--- config.mk ---
export PLATFORM = sky130hd
export DESIGN_NAME = mux_rr_arbiter
export DESIGN_NICKNAME = d
export VERILOG_FILES = /design/src/rtl/mux_rr_arbiter.sv
export SDC_FILE = /design/constraint.sdc
export NUM_CORES = 1
export LEC_CHECK = 0
export ABC_AREA = 1
export ABC_CLOCK_PERIOD_IN_PS = 6600
export CAP_MARGIN = 20
export CORE_UTILIZATION = 46
export CTS_CLUSTER_DIAMETER = 120
export DETAILED_ROUTE_END_ITERATION = 16
export PLACE_DENSITY = 0.95
export SYNTH_ARGS = -nofsm -noshare
export SYNTH_HDL_FRONTEND = slang
export SYNTH_SLANG_ARGS = --single-unit
--- constraint.sdc ---
create_clock -name clk -period 6.6 [get_ports clk]
set_input_delay 1.32 -clock clk [delete_from_list [all_inputs] [get_ports clk]]
set_output_delay 1.32 -clock clk [all_outputs]
set_load 0.02 [all_outputs]
--- src/rtl/mux_rr_arbiter.sv ---
// Round-robin shared 4-to-1 byte datapath with a registered valid/ready output stage.
// Optional owner lock when MUX_ARB_LOCK_EN is defined; otherwise pure round-robin.
package soc_pkg;
  localparam int DATA_WIDTH = 8;
  typedef logic [DATA_WIDTH-1:0] data_t;
endpackage

module mux_rr_arbiter
  import soc_pkg::*;
#(
  parameter int NUM_REQ   = 4,
  parameter int CNT_WIDTH = 16
) (
  input  logic                 clk,
  input  logic                 rst_n,
  input  logic [NUM_REQ-1:0]   req,
  input  data_t                D0,
  input  data_t                D1,
  input  data_t                D2,
  input  data_t                D3,
  input  logic                 lock,
  output logic [NUM_REQ-1:0]   gnt,
  output logic                 out_valid,
  input  logic                 out_ready,
  output data_t                out_data,
  output logic [1:0]           out_src,
  output logic [CNT_WIDTH-1:0] xfer_cnt
);

  typedef enum logic {IDLE = 1'b0, BUSY = 1'b1} state_t;

  state_t      state_r;
  logic [1:0]  ptr_r;
  logic [1:0]  rr_win_s;
  logic [1:0]  cand_s;
  logic [1:0]  winner_s;
  logic        lock_hit_s;
  logic        load_s;
  logic        hshake_s;
  data_t       sel_data_s;

  // Round-robin scan from ptr; lower offsets overwrite higher ones, so the nearest requester wins.
  always_comb begin
    rr_win_s = ptr_r;
    cand_s   = ptr_r;
    for (int k = NUM_REQ - 1; k >= 0; k--) begin
      cand_s = ptr_r + 2'(k);
      if (req[cand_s]) begin
        rr_win_s = cand_s;
      end else begin
        rr_win_s = rr_win_s;
      end
    end
  end

`ifdef MUX_ARB_LOCK_EN
  assign lock_hit_s = lock & (state_r == BUSY) & req[out_src];
`else
  assign lock_hit_s = lock & 1'b0;
`endif

  assign winner_s = lock_hit_s ? out_src : rr_win_s;
  assign hshake_s = out_valid & out_ready;
  assign load_s   = rst_n & (|req) &
                    ((state_r == IDLE) | ((state_r == BUSY) & hshake_s));
  assign gnt      = load_s ? (NUM_REQ'(1) << winner_s) : NUM_REQ'(0);

  // Data select for the winning requester.
  always_comb begin
    case (winner_s)
      2'd0:    sel_data_s = D0;
      2'd1:    sel_data_s = D1;
      2'd2:    sel_data_s = D2;
      2'd3:    sel_data_s = D3;
      default: sel_data_s = D0;
    endcase
  end

  // Output stage, pointer, state and transfer counter.
  always_ff @(posedge clk or negedge rst_n) begin
    if (!rst_n) begin
      state_r   <= IDLE;
      ptr_r     <= 2'd0;
      out_valid <= 1'b0;
      out_data  <= '0;
      out_src   <= 2'd0;
      xfer_cnt  <= '0;
    end else begin
      if (hshake_s) begin
        xfer_cnt <= xfer_cnt + CNT_WIDTH'(1);
      end
      if (load_s) begin
        out_data  <= sel_data_s;
        out_src   <= winner_s;
        out_valid <= 1'b1;
        state_r   <= BUSY;
        // A locked reload keeps the owner, so the rotation stays where it was.
        if (!lock_hit_s) begin
          ptr_r <= winner_s + 2'd1;
        end
      end else if (hshake_s) begin
        out_valid <= 1'b0;
        state_r   <= IDLE;
      end
    end
  end

endmodule

==> results.cfg, run 1 <==
[timing]
slew_headroom_pct = 46.4
fmax_mhz = 186
fin_crit_ns = 5.37
skew_ns = 0.00856
tightest_slew_ns = 0.802
fin_hold_ws_ns = 0.467
setup_viol = 0
rsz0062_at_grt = false
period_share_pct = 81.4
hold_viol_final = 0
setup_tns_ns = 0
slew_violations = 0

[power_and_ir_drop]
finalPower_mw = 1.18
leakage_nw = 1.24
power.density_mw_per_mm2 = 464
vdd_drop_max_v = 0.000265

[route]
totalWireLength_mm = 4.33
routedWlPerCell_um = 12.7
drc = 0
via_per_inst = 4.87
dr.pass1.iters = 4
drtAntennaViolNets = 0
first_iter_violations = 69
routed-via-count = 1660

[synthesis]
synthArstFlopShare_pct = 100
syn-cell-area_mm2 = 0.00172
synth_top_family_by_area = simple AND/OR/NAND/NOR gates
synth_mux_area_share_pct = 0.653
synth_cells = 224
ys_ff_latch = 29
synth-simple-area-share_pct = 28.1
synthesis.nets = 268
ys_types = 29
synth_ff_type = dfrtp_1
synth_edf_count = 0
synth.most_common_cell = nand2_1
netlist.area_leader.share_pct = 42.1
synth.yosys.seq_area_share_pct = 42.1
synth_area_leaders = dfrtp_1 42%, nand2_1 17%, inv_1 5.7%, nand3_1 5.5%, xnor2_1 4.6%
synthTopCellsByCount = 78 x nand2_1, 29 x dfrtp_1, 26 x inv_1
synth-compound-area-share_pct = 9.87
synthXorXnorAreaFrac_pct = 7.11
synthAdderAreaFrac_pct = 2.90
post_synth.cell_area_avg_um2 = 7.70
synth.largest_area_cell = dfrtp_1
synth_warnings = 0

[placement]
portBuffers = 69
hpwlAfterDp_mm = 3.20
dp.cells = 333
gp_congestion = 0.892

[critical_path]
cp.arrival_ns = 4.05
crit_fanout = 11
required_ns = 5.28
end_kind = output pin
path_class = in2out
worst_setup_path_start_kind = input pin

[cts]
clk_latency_ns = 0.28
clk_pin_slew_worst_paths_ns = 0.06
numCtsBuffers = 5
htreeDepth = 2
cts_root_buf = clkbuf_8
tritoncts = built
postCtsHoldBufs = 0
post_cts_resize_count = 0
cts_num_sinks = 29
post-cts-setup-buffers = 0
clk_path_buf_depth = 2

[global_route]
antenna_found_initial = 0
grt_pass1_vias = 1587
grt_max_degree = 30
grt_pass1_wl_mm = 7.22
grtUsageTotal_pct = 23.5
gr-total-overflow = 0

[layout]
final_nets = 338
drive_gt1_share_pct = 7.12
regArea_um2 = 726
diodes = 0
fill_cells = 282
area_growth_syn_to_layout_pct = 47.8
fin_util_pct = 73.5
final_cells = 341
multiInputGateArea_um2 = 838

[floorplan]
rows = 21
die_area_mm2 = 0.00400
die_x_um = 63.2
fp.dieH_um = 63.2
initial_utilization_pct = 49.7
core_mm2 = 0.00347
num_io_pins = 71

[hold_path]
min_path_type = reg2reg

[job]
max-cap-violations = 0

[outcome]
status = completed
worst paths after layout:
path / end / startpoint / cells past startpoint / slack, ns
max in group asynchronous: xfer_cnt[3] / rst_n / 2 / 4.75
hold reg to reg: xfer_cnt[15] / xfer_cnt[15] / 1 / 0.47
setup reg to reg: out_data[2] / ptr_r[0] / 14 / 3.82
min in group asynchronous: xfer_cnt[12] / rst_n / 2 / 1.57
setup / recovery: gnt[2] / req[3] / 11 / 1.23
hold / removal: xfer_cnt[15] / xfer_cnt[15] / 1 / 0.47
cell type report:
class,instances,area share (%)
clock buffer,7,3.39
tap,46,2.26
clock inverter,1,1.18
timing repair buffer,70,27.4
inverter,30,4.42
multi-input combinational,158,32.9
sequential,29,28.5
logic make-up (layout without fill, tap and decap cells):
family | Yosys count | in the layout
XOR/XNOR | 14 | 14
AND/OR/NAND/NOR | 113 | 113
multiplexers | 1 | 1
flip-flops | 29 | 29
buffers and inverters | 37 | 108
adder cells (fa/ha/maj) | 4 | 4
AO/OA/AOI/OAI | 26 | 26
power by group:
group / switching [mW] / internal, mW
Sequential: 0.0523 / 0.233
Clock: 0.0647 / 0.123
Combinational: 0.422 / 0.288
Total: 0.539 / 0.644
cells in the final DEF, fill, tap and decap left out, drive strengths merged:
master,instances
bufinv,1
ha,4
mux2,1
xor2,5
and2,1
nand2,80
o21ai,5
a221oi,8
buf,1
o21a,2
clkbuf,7
nor3,2
a21oi,10
dfrtp,29
nand3,20
inv,30
a31oi,1
xnor2,9
clkdlybuf4s50,69
nor2,10
sequential cells by signal, summed over array words and instances (netlist names):
signal and count:
state_r 1, xfer_cnt 16, out_data 8, ptr_r 2
out_src 2
worst max-delay path, stage by stage:
cell             delay (ns)
clkdlybuf4s50_1        0.46
inv_1                  0.07
o21ai_0                0.23
nand2_1                0.11
nand2_1                0.07
inv_1                  0.04
a21oi_2                0.46
ha_1                   0.47
inv_1                  0.07
nor2_1                 0.10
clkdlybuf4s50_1        0.63
stage by stage:
stage / cell area [µm²] / worst slack (ns)
finish: 2550 / 1.23
global route: 2550 / 0.943
CTS: 2550 / 1.21
detailed placement: 2430 / 1.24
global placement: 2430 / 1.30
floorplan: 1720 / 2.45
layer usage:
metal	part of all wire, %	wire length, µm	global-route usage, %	up-vias
met1	43	1860	28.5	762
met3	7.4	322	7.43	5
met5	0	0	0	-
li1	-	-	-	846
met2	48	2090	39.0	47
met4	1.2	54	8.52	0
Note: power is estimated with default switching activity, not from simulation.
==> run 2: changes to the inputs <==
--- a/config.mk
+++ b/config.mk
@@ -6,12 +6,12 @@
 export NUM_CORES = 1
 export LEC_CHECK = 0
 export ABC_AREA = 1
-export ABC_CLOCK_PERIOD_IN_PS = 6600
+export ABC_CLOCK_PERIOD_IN_PS = 5170
 export CAP_MARGIN = 20
-export CORE_UTILIZATION = 46
+export CORE_UTILIZATION = 43
 export CTS_CLUSTER_DIAMETER = 120
 export DETAILED_ROUTE_END_ITERATION = 16
-export PLACE_DENSITY = 0.95
+export PLACE_DENSITY = 0.92
 export SYNTH_ARGS = -nofsm -noshare
 export SYNTH_HDL_FRONTEND = slang
 export SYNTH_SLANG_ARGS = --single-unit
==> constraint.sdc (replaced) <==
create_clock -name clk -period 5.17 [get_ports clk]
set_input_delay 1.034 -clock clk [delete_from_list [all_inputs] [get_ports clk]]
set_output_delay 1.034 -clock clk [all_outputs]
set_load 0.02 [all_outputs]
==> results.cfg, run 2 (same netlist as run 1, synthesis figures left out) <==
[cts]
cts_num_sinks = 29
clk_pin_slew_worst_paths_ns = 0.06
clk_path_buf_depth = 2
htreeDepth = 2
tritoncts = built
post_cts_resize_count = 0
post-cts-setup-buffers = 0
postCtsHoldBufs = 0
numCtsBuffers = 5
clk_latency_ns = 0.28
cts_root_buf = clkbuf_8

[layout]
drive_gt1_share_pct = 7.43
final_common_cell = nand2_1
final_nets = 340
finalInstanceArea_mm2 = 0.00254
top_regs = xfer_cnt (16), out_data (8)
layout_common_cells = 78 x nand2_1, 69 x clkdlybuf4s50_1, 29 x dfrtp_1, 26 x inv_1, 19 x nand3_1
largest_reg_flops = 16
diodes = 0
regMostFlops = xfer_cnt
area_growth_syn_to_layout_pct = 47.1

[placement]
portBuffers = 69
place_area_mm2 = 0.00245
hpwlAfterDp_mm = 3.32
post-place-ws_ns = 0.518
gp_congestion = 0.934

[global_route]
antenna_found_initial = 0
grt_pass1_vias = 1617
gr-total-overflow = 0
grtUsageTotal_pct = 22.1
grt_max_degree = 30
grt_pass1_wl_mm = 7.11

[critical_path]
cpMostUsedCell = inv_1
cp.arrival_ns = 3.60
worst_path_max_delay_cell = clkdlybuf4s50_1
required_ns = 4.14
worst_path_largest_cell_delay_ns = 0.61
crit_fanout = 9
crit_chain = clkdlybuf4s50_1, inv_1, o21ai_0, nand2_1, nand2_1, inv_1, a21oi_2, ha_1, inv_1, nor2_1, clkdlybuf4s50_1
end_kind = output pin
worst_setup_path_start_kind = input pin
crit_buf_inv = 5
crit_family = buffers and inverters
path_class = in2out

[timing]
hold_viol_final = 0
worst_slack_ns = 0.535
tightest_slew_ns = 0.611
setup_viol = 0
fmax_mhz = 216
fin_crit_ns = 4.64
slew_headroom_pct = 59.3
setup_tns_ns = 0
skew_ns = 0.00692
period_share_pct = 89.7
slew_violations = 0
rsz0062_at_grt = false

[floorplan]
core_mm2 = 0.00374
die_x_um = 65.3
fp.dieH_um = 65.3
die_area_mm2 = 0.00427
rows = 22
initial_utilization_pct = 46.1
num_io_pins = 71

[route]
via_per_inst = 4.87
routedWlPerCell_um = 12.7
drc = 0
routed-via-count = 1674
drtAntennaViolNets = 0
totalWireLength_mm = 4.38
first_iter_violations = 80
dr.pass1.iters = 4

[power_and_ir_drop]
power.density_mw_per_mm2 = 578
vdd_drop_max_v = 0.000334
leakage_nw = 1.24

[outcome]
status = completed

[hold_path]
min_path_type = reg2reg

[job]
max-cap-violations = 0
-- run 2: changes by cell type in the layout (fill, tap and decap cells not counted), sizes merged --
cell and delta:
buf +2, bufinv -1
-- run 2: power by group --
part / leakage, nW / switching, mW / internal (mW)
Clock: 0.0443 / 0.0806 / 0.105
Sequential: 0.368 / 0.0655 / 0.297
Combinational: 0.824 / 0.538 / 0.378
Total: 1.24 / 0.685 / 0.781
-- run 2: layout make-up --
type                    count  area (µm²)
clock buffers               7        86.3
fillers                   323        1210
inverters                  30         113
multi-input cells         158         838
flip-flops and latches     29         726
well taps                  48        60.1
repair buffers             72         713
-- run 2: stage by stage --
stage | instances | util (%) | power [mW] | hold slack [ns]
2_1_floorplan | 224 | - | 0.985 | 0.552
3_3_place_gp | 337 | 65.4 | 1.26 | 0.462
3_5_place_dp | 337 | 65.4 | 1.29 | 0.473
4_1_cts | 344 | 67.7 | 1.48 | 0.480
5_1_grt | 344 | 67.7 | 1.59 | 0.488
6_report | 344 | 67.7 | 1.47 | 0.473
-- run 2: final timing paths --
path / depth (start not counted) / startpoint / endpoint / slack (ns)
max: 11 / req[3] / gnt[2] / 0.53
min: 1 / xfer_cnt[15] / xfer_cnt[15] / 0.47
max reg2reg: 14 / ptr_r[0] / out_data[0] / 2.54
min reg2reg: 1 / xfer_cnt[15] / xfer_cnt[15] / 0.47
max in group asynchronous: 2 / rst_n / xfer_cnt[5] / 3.70
min in group asynchronous: 2 / rst_n / ptr_r[1] / 1.21
-- run 2: metal layers --
metal	vias up	GRT usage [%]	wire, µm
li1	851	-	-
met1	756	26.0	1830
met2	62	37.1	2130
met3	5	7.47	366
met4	0	8.15	50
met5	-	0	0
==> run 3: changes to the inputs <==
--- a/config.mk
+++ b/config.mk
@@ -12,6 +12,7 @@
 export CTS_CLUSTER_DIAMETER = 120
 export DETAILED_ROUTE_END_ITERATION = 16
 export PLACE_DENSITY = 0.92
+export REMOVE_ABC_BUFFERS = 1
 export SYNTH_ARGS = -nofsm -noshare
 export SYNTH_HDL_FRONTEND = slang
 export SYNTH_SLANG_ARGS = --single-unit
==> results.cfg, run 3 (same netlist as run 1, synthesis figures left out) <==
[outcome]
status = completed

[power_and_ir_drop]
vdd_drop_max_v = 0.000326
power.density_mw_per_mm2 = 581
leakage_nw = 1.25

[cts]
clk_path_buf_depth = 2
post_cts_resize_count = 0
post-cts-setup-buffers = 0
tritoncts = built
htreeDepth = 2
clk_latency_ns = 0.28
clk_pin_slew_worst_paths_ns = 0.06
cts_root_buf = clkbuf_8
numCtsBuffers = 5
postCtsHoldBufs = 0
cts_num_sinks = 29

[critical_path]
end_kind = output pin
cpMostUsedCell = nand2_1
crit_family = buffers and inverters
worst_setup_path_start_kind = input pin
cp.arrival_ns = 3.62
crit_buf_inv = 6
crit_start = req[3]
r2r-end = out_data[2]
required_ns = 4.14
path_class = in2out
cp-endpoint = gnt[2]
rr_worst_depth = 14
worst_path_max_delay_cell = clkdlybuf4s50_1
worst_path_largest_cell_delay_ns = 0.60
r2r_slack_ns = 2.60
r2r_start = ptr_r[0]
crit_fanout = 10
crit_chain = clkdlybuf4s50_1, inv_1, o21ai_0, nand2_1, nand2_1, inv_1, nand2_1, nand2_1, nand2_1, nand2_4, inv_2, ha_1, inv_1, nor2_1, clkdlybuf4s50_1
path_depth = 15

[timing]
hold_viol_final = 0
skew_ns = 0.00139
fmax_mhz = 215
setup_tns_ns = 0
rsz0062_at_grt = false
fin_crit_ns = 4.65
setup_viol = 0
slew_violations = 0
slew_headroom_pct = 59.9
period_share_pct = 90.0
tightest_slew_ns = 0.601

[floorplan]
die_x_um = 65.3
core_mm2 = 0.00374
fp.dieH_um = 65.3
num_io_pins = 71
rows = 22
die_area_mm2 = 0.00427
initial_utilization_pct = 46.1

[global_route]
grt_pass1_vias = 1659
gr-total-overflow = 0
grtUsageTotal_pct = 22.6
grt_max_degree = 30
grt_pass1_wl_mm = 7.19
antenna_found_initial = 0

[layout]
final_nets = 340
regMostFlops = xfer_cnt
diodes = 0
top_regs = xfer_cnt (16), out_data (8)
largest_reg_flops = 16
fin_util_pct = 68.1
final_common_cell = nand2_1
drive_gt1_share_pct = 8.08
layout_common_cells = 78 x nand2_1, 69 x clkdlybuf4s50_1, 29 x dfrtp_1, 26 x inv_1, 19 x nand3_1
fill_cells = 321
area_growth_syn_to_layout_pct = 48.0

[route]
routedWlPerCell_um = 12.7
dr.pass1.iters = 5
first_iter_violations = 76
totalWireLength_mm = 4.39
routed-via-count = 1680
drc = 0
drtAntennaViolNets = 0
via_per_inst = 4.87

[job]
max-cap-violations = 0

[placement]
gp_congestion = 0.932
hpwlAfterDp_mm = 3.27
portBuffers = 69

[hold_path]
min_path_type = reg2reg
## run 3: layout make-up
| class | count | area (µm²) | area share (%) |
|---|---|---|---|
| flip-flops and latches | 29 | 726 | 28.4 |
| multi-input cells | 158 | 838 | 32.9 |
| repair buffers | 72 | 713 | 28.0 |
| clock inverters | 1 | 5.00 | 0.196 |
| well taps | 48 | 60.1 | 2.35 |
| inverters | 30 | 113 | 4.41 |
| clock buffers | 7 | 96.3 | 3.78 |
## run 3: metal layers
metal	vias up	GRT usage, %	wire (µm)
met5	-	0	0
met4	0	8.42	53
met3	7	8.16	346
met2	50	40.5	2230
met1	772	24.2	1760
li1	851	-	-
## run 3: power breakdown
part           internal, mW  leakage [nW]  switching, mW
combinational         0.380         0.824          0.534
clock                 0.120        0.0542         0.0848
sequential            0.297         0.368         0.0650
total                 0.797          1.25          0.684
## run 3: worst min-delay path, cell delays in order (launching register included)
cell and delay [ns]:
dfrtp_1 0.34, nand2_1 0.05, nand2_1 0.05
## run 3: worst min path at each step
stage / start / endpoint / slack, ns / cells past startpoint
final: out_data[0] / out_data[0] / 0.48 / 2
after global routing: out_data[4] / out_data[4] / 0.50 / 2
after CTS: out_data[0] / out_data[0] / 0.48 / 2
after detailed placement: out_data[0] / out_data[0] / 0.46 / 2
after global placement: out_data[3] / out_data[3] / 0.46 / 2
after floorplan: ptr_r[1] / ptr_r[1] / 0.55 / 2
## run 3: stage by stage
step	instances	instance area, µm²	hold WS (ns)	setup WS [ns]	total power [mW]
global placement	337	2450	0.463	0.595	1.25
detailed placement	337	2450	0.464	0.509	1.28
floorplan	217	1680	0.552	1.64	0.947
CTS	345	2550	0.481	0.501	1.49
global route	345	2550	0.503	0.271	1.62
finish	345	2550	0.476	0.516	1.48
